--- src/rtl/instr_fetch_sequencer.sv ---
// instr_fetch_sequencer: PC and fetch sequencer feeding the IF/ID register from the instruction ROM
module instr_fetch_sequencer #(
    parameter int              AW       = 5,
    parameter int              DW       = 32,
    parameter logic [AW-1:0]   RESET_PC = '0,
    parameter logic [DW-1:0]   NOP_WORD = '0
) (
    input  logic          clk,
    input  logic          reset,
    input  logic          stall_i,
    input  logic          branch_taken_i,
    input  logic [AW-1:0] branch_target_i,
    input  logic          halt_req_i,
    input  logic          resume_i,
    output logic [AW-1:0] rom_addr_o,
    input  logic [DW-1:0] rom_data_i,
    output logic [DW-1:0] ifid_instr_o,
    output logic [AW-1:0] ifid_pc_o,
    output logic          ifid_valid_o,
    output logic          halted_o,
    output logic [15:0]   fetch_count_o
);
    typedef enum logic [1:0] {WARMUP, RUN, HALT} state_t;

    state_t        state;
    logic [AW-1:0] pc;

    assign rom_addr_o = pc;

    // Sequencer: reset, warm-up bubble, then branch > halt > stall > fetch while running
    always_ff @(posedge clk) begin
        if (reset) begin
            pc            <= RESET_PC;
            state         <= WARMUP;
            ifid_instr_o  <= NOP_WORD;
            ifid_pc_o     <= '0;
            ifid_valid_o  <= 1'b0;
            halted_o      <= 1'b0;
            fetch_count_o <= '0;
        end else begin
            case (state)
                WARMUP: begin
                    state        <= RUN;
                    ifid_valid_o <= 1'b0;
                end
                RUN: begin
                    if (branch_taken_i) begin
                        pc           <= branch_target_i;
                        ifid_instr_o <= NOP_WORD;
                        ifid_valid_o <= 1'b0;
                        ifid_pc_o    <= pc;
                    end else if (halt_req_i) begin
                        state        <= HALT;
                        halted_o     <= 1'b1;
                        ifid_instr_o <= NOP_WORD;
                        ifid_valid_o <= 1'b0;
                    end else if (!stall_i) begin
                        pc            <= pc + 1'b1;
                        ifid_instr_o  <= rom_data_i;
                        ifid_pc_o     <= pc;
                        ifid_valid_o  <= 1'b1;
                        fetch_count_o <= fetch_count_o + {15'd0, fetch_count_o != 16'hFFFF};
                    end
                end
                HALT: begin
                    ifid_valid_o <= 1'b0;
                    if (branch_taken_i) pc <= branch_target_i;
                    if (resume_i) begin
                        state    <= RUN;
                        halted_o <= 1'b0;
                    end
                end
                default: state <= WARMUP;
            endcase
        end
    end
endmodule

--- config.mk ---
export PLATFORM = sky130hd
export DESIGN_NAME = instr_fetch_sequencer
export DESIGN_NICKNAME = d
export VERILOG_FILES = /design/src/rtl/instr_fetch_sequencer.sv
export SDC_FILE = /design/constraint.sdc
export NUM_CORES = 1
export LEC_CHECK = 0
export BUFFER_PORTS_ARGS = -buffer_cell sky130_fd_sc_hd__buf_2
export CAP_MARGIN = 30
export CORE_MARGIN = 4
export CORE_UTILIZATION = 35
export CTS_CLUSTER_SIZE = 40
export DETAILED_ROUTE_END_ITERATION = 10
export PLACE_DENSITY = 0.74
export SKIP_LAST_GASP = 1
export SYNTH_ARGS = -nofsm -noshare
export SYNTH_HDL_FRONTEND = slang
export SYNTH_SLANG_ARGS = --single-unit
export TNS_END_PERCENT = 100
--- constraint.sdc ---
create_clock -name clk -period 2.35 [get_ports clk]
set_clock_uncertainty 0.05 [all_clocks]
set_input_delay 0.1175 -clock clk [delete_from_list [all_inputs] [get_ports clk]]
set_output_delay 0.1175 -clock clk [all_outputs]
set_load 0.03 [all_outputs]
==> results.md <==
* Kind of critical path: reg2reg
* Cells after Synth at approximately 290
* Final-report hold violation count at 0
* Number of global-route vias before repair at between 2,000 and 3,000
* Setup TNS at 0 ps
* Fraction of layout cells with a size suffix above 1 at between 30% and 40%
* Clock Pin Slew Worst Setup and Hold Paths at roughly 70 ps
* Area grow syn2layout at 44.3%
* Pleak at between 1.5 and 2 nW
* Core area at ~0.0073 mm^2
* Grt ovf at 0
* Top_reg_cell synth: dfxtp_1
* Wire per inst at between 10 and 15 um
* Post-synth EDFFs at 0
* Pwr Total at between 2 and 2.5 mW
* Top-count cell post-synth: dfxtp_1
* Status: finished clean
* Worst vdd ir at roughly 0.45 mV
* Fillers at roughly 680
* Crit share post-route at a little over nine tenths
* Startpoint Class: register
* Fin cells at between 500 and 600
* First-pass GRT wire length at 11,800 um
* Utilization after layout at 52.1%
* Port bufs at roughly 100
* Slew Viols, Final at 0
* Crit-path max FO at 6
* Synth top cells by count: 62 x dfxtp_1, 51 x nor2_1, 32 x a22oi_1, 14 x a21oi_1
* Ranking of synthesized cells by area: dfxtp_1 47%, a22oi_1 9.2%, nor2_1 7.3%
* Final Instance Area at roughly 0.0038 mm^2
* Final net count at ~460
* Post-Place Cells at around 470
* Iter 0 DRT Violations at 111
* Hold Path Class: in2reg
* Seq/Total Area, Yosys at a little under half
* Total setup buffers inserted after CTS at 0
* Setup crit end kind: register
* PD cells at 614 mW/mm^2
* Slew @ Worst Pin at approximately 600 ps
* Clk sinks at 62
* Root buffer cell: clkbuf_8
* FF+latch count, synth at 62
* Gr usage total at between 10% and 20%
* Post-DRT Antenna Nets at 0
* Die extent in y at approximately 95 um
* Syn nets at about 330
* Async SR Flop Fraction at 0%
* Placer Congestion at around 0.84
* # IOs at a little over 100
* Hold Slack at ~17 ps
* Number of antenna violations at the first check in global routing at 0
* Max Cap Violations at 0
* Worst slack, placed at roughly 64 ps
* Vias at approximately 2,600
* Die area at between 0.008 and 0.009 mm^2
* Die X at around 95 um
* Synth Area per Inst at around 9.2 um^2
* Pin count of the biggest net entering global routing at 35
* RSZ-0062 raised after global routing: false
* Synth cell types at 49
* Initial Utilization at a little over a third
* Period minus WS final at roughly 2300 ps
* Bufs on Longest Clock Path at 2
* Data arrival, critical path at around 2400 ps
* Skew-Pair Late Insertion Delay at about 330 ps
* Synth warn at 0
* Placed Area at between 0.003 and 0.004 mm^2
* Slew margin rel. at between 50% and 60%
* Synth Cell Area at between 0.002 and 0.003 mm^2
* Largest area contributor in the netlist: dfxtp_1
* Dpl hpwl at between 4000 and 5000 um
* Htree depth at 3
* Wirelength, routed at 7310 um
* Max Clock Freq at 444 MHz
* Row count at 31
* Worst Slack Setup Final at roughly 98 ps
* Vias per cell at approximately 5
* CTS Buf Count at 9
* Setup-failing EPs final at 0
* Worst EP required at approximately 2500 ps
* TritonCTS clock tree: done
* Post-route DRC at 0
* Initial DRT Pass Iterations at 4
* Synth top area share at between 40% and 50%
[logic make-up after synthesis]
| family | Yosys count | synth area share (%) |
|---|---|---|
| fa+ha+maj | 4 | 1.91 |
| simple gates | 111 | 22.7 |
| buf+inv | 23 | 4.49 |
| xor+xnor | 5 | 1.67 |
| mux | 9 | 3.49 |
| flops | 62 | 47.4 |
| compound gates | 71 | 18.3 |
[timing repair]
| action | CTS | global route |
|---|---|---|
| gates resized for setup | 0 | 7 |
| setup endpoints to repair | 0 | 3 |
| endpoints found under the hold margin | 30 | 0 |
| hold buffers | 30 | 0 |
[state kept, by name, summed over array words and instances, names as in the netlist]
name / count
ifid_instr_o: 32
fetch_count_o: 16
ifid_pc_o: 5
rom_addr_o: 5
state: 2
halted_o: 1
ifid_valid_o: 1
[power breakdown]
part | internal (mW) | switching (mW)
logic | 0.116 | 0.142
clock network | 0.581 | 0.401
registers | 1.06 | 0.0195
total | 1.76 | 0.563
[critical path, stage by stage (launching register included)]
cell      delay (ps)
dfxtp_4          370
and3_4           190
nand3_2          100
or4_4            540
ha_2             190
ha_1             210
nand4b_1         180
nor4_2            60
xnor2_1          180
nor2_1            50
[routing by layer]
metal	track usage (%)	vias up	wire length (um)
met5	0	-	0
met4	8.77	0	196
met3	3.67	17	400
met2	28.1	85	3640
met1	19.2	1238	3070
li1	-	1293	-
[layout by cell type (no fill, tap or decap), types with 3 or more instances in the layout]
master         count
or4_1              6
nor2b_1            4
ha_1               3
buf_2            102
dlygate4sd3_1     30
a22oi_1           32
mux2i_1            8
dfxtp_4            9
nand3b_1           3
nor2_1            51
nand2_1           12
xnor2_1            3
buf_4              6
o21ai_0            8
dfxtp_1           52
o31ai_1            6
nand3_1            7
nand2b_1           3
clkbuf_8          10
inv_1              4
a21oi_1           14
[path summary, 6_finish.rpt]
| kind | start | to | slack (ps) | cells after the start |
|---|---|---|---|---|
| max reg2reg | fetch_count_o[10]$_SDFFE_PP0P_ | fetch_count_o[8]$_SDFFE_PP0P_ | 100 | 9 |
| min reg2reg | halted_o$_SDFFE_PP0P_ | halted_o$_SDFFE_PP0P_ | 430 | 2 |
| max | fetch_count_o[10]$_SDFFE_PP0P_ | fetch_count_o[8]$_SDFFE_PP0P_ | 100 | 9 |
| min | rom_data_i[12] | ifid_instr_o[12]$_SDFFE_PP0P_ | 20 | 3 |
[layout make-up]
cell class / count / area, um^2 / area share [%]
inverters: 4 / 15.0 / 0.397
flip-flops and latches: 62 / 1280 / 33.8
diodes: 1 / 2.50 / 0.0662
repair buffers: 139 / 876 / 23.2
multi-input cells: 200 / 1280 / 33.8
well taps: 99 / 124 / 3.28
clock buffers: 13 / 170 / 4.50
clock inverters: 3 / 40.0 / 1.06
No activity file was read; power rests on OpenSTA's default activity.
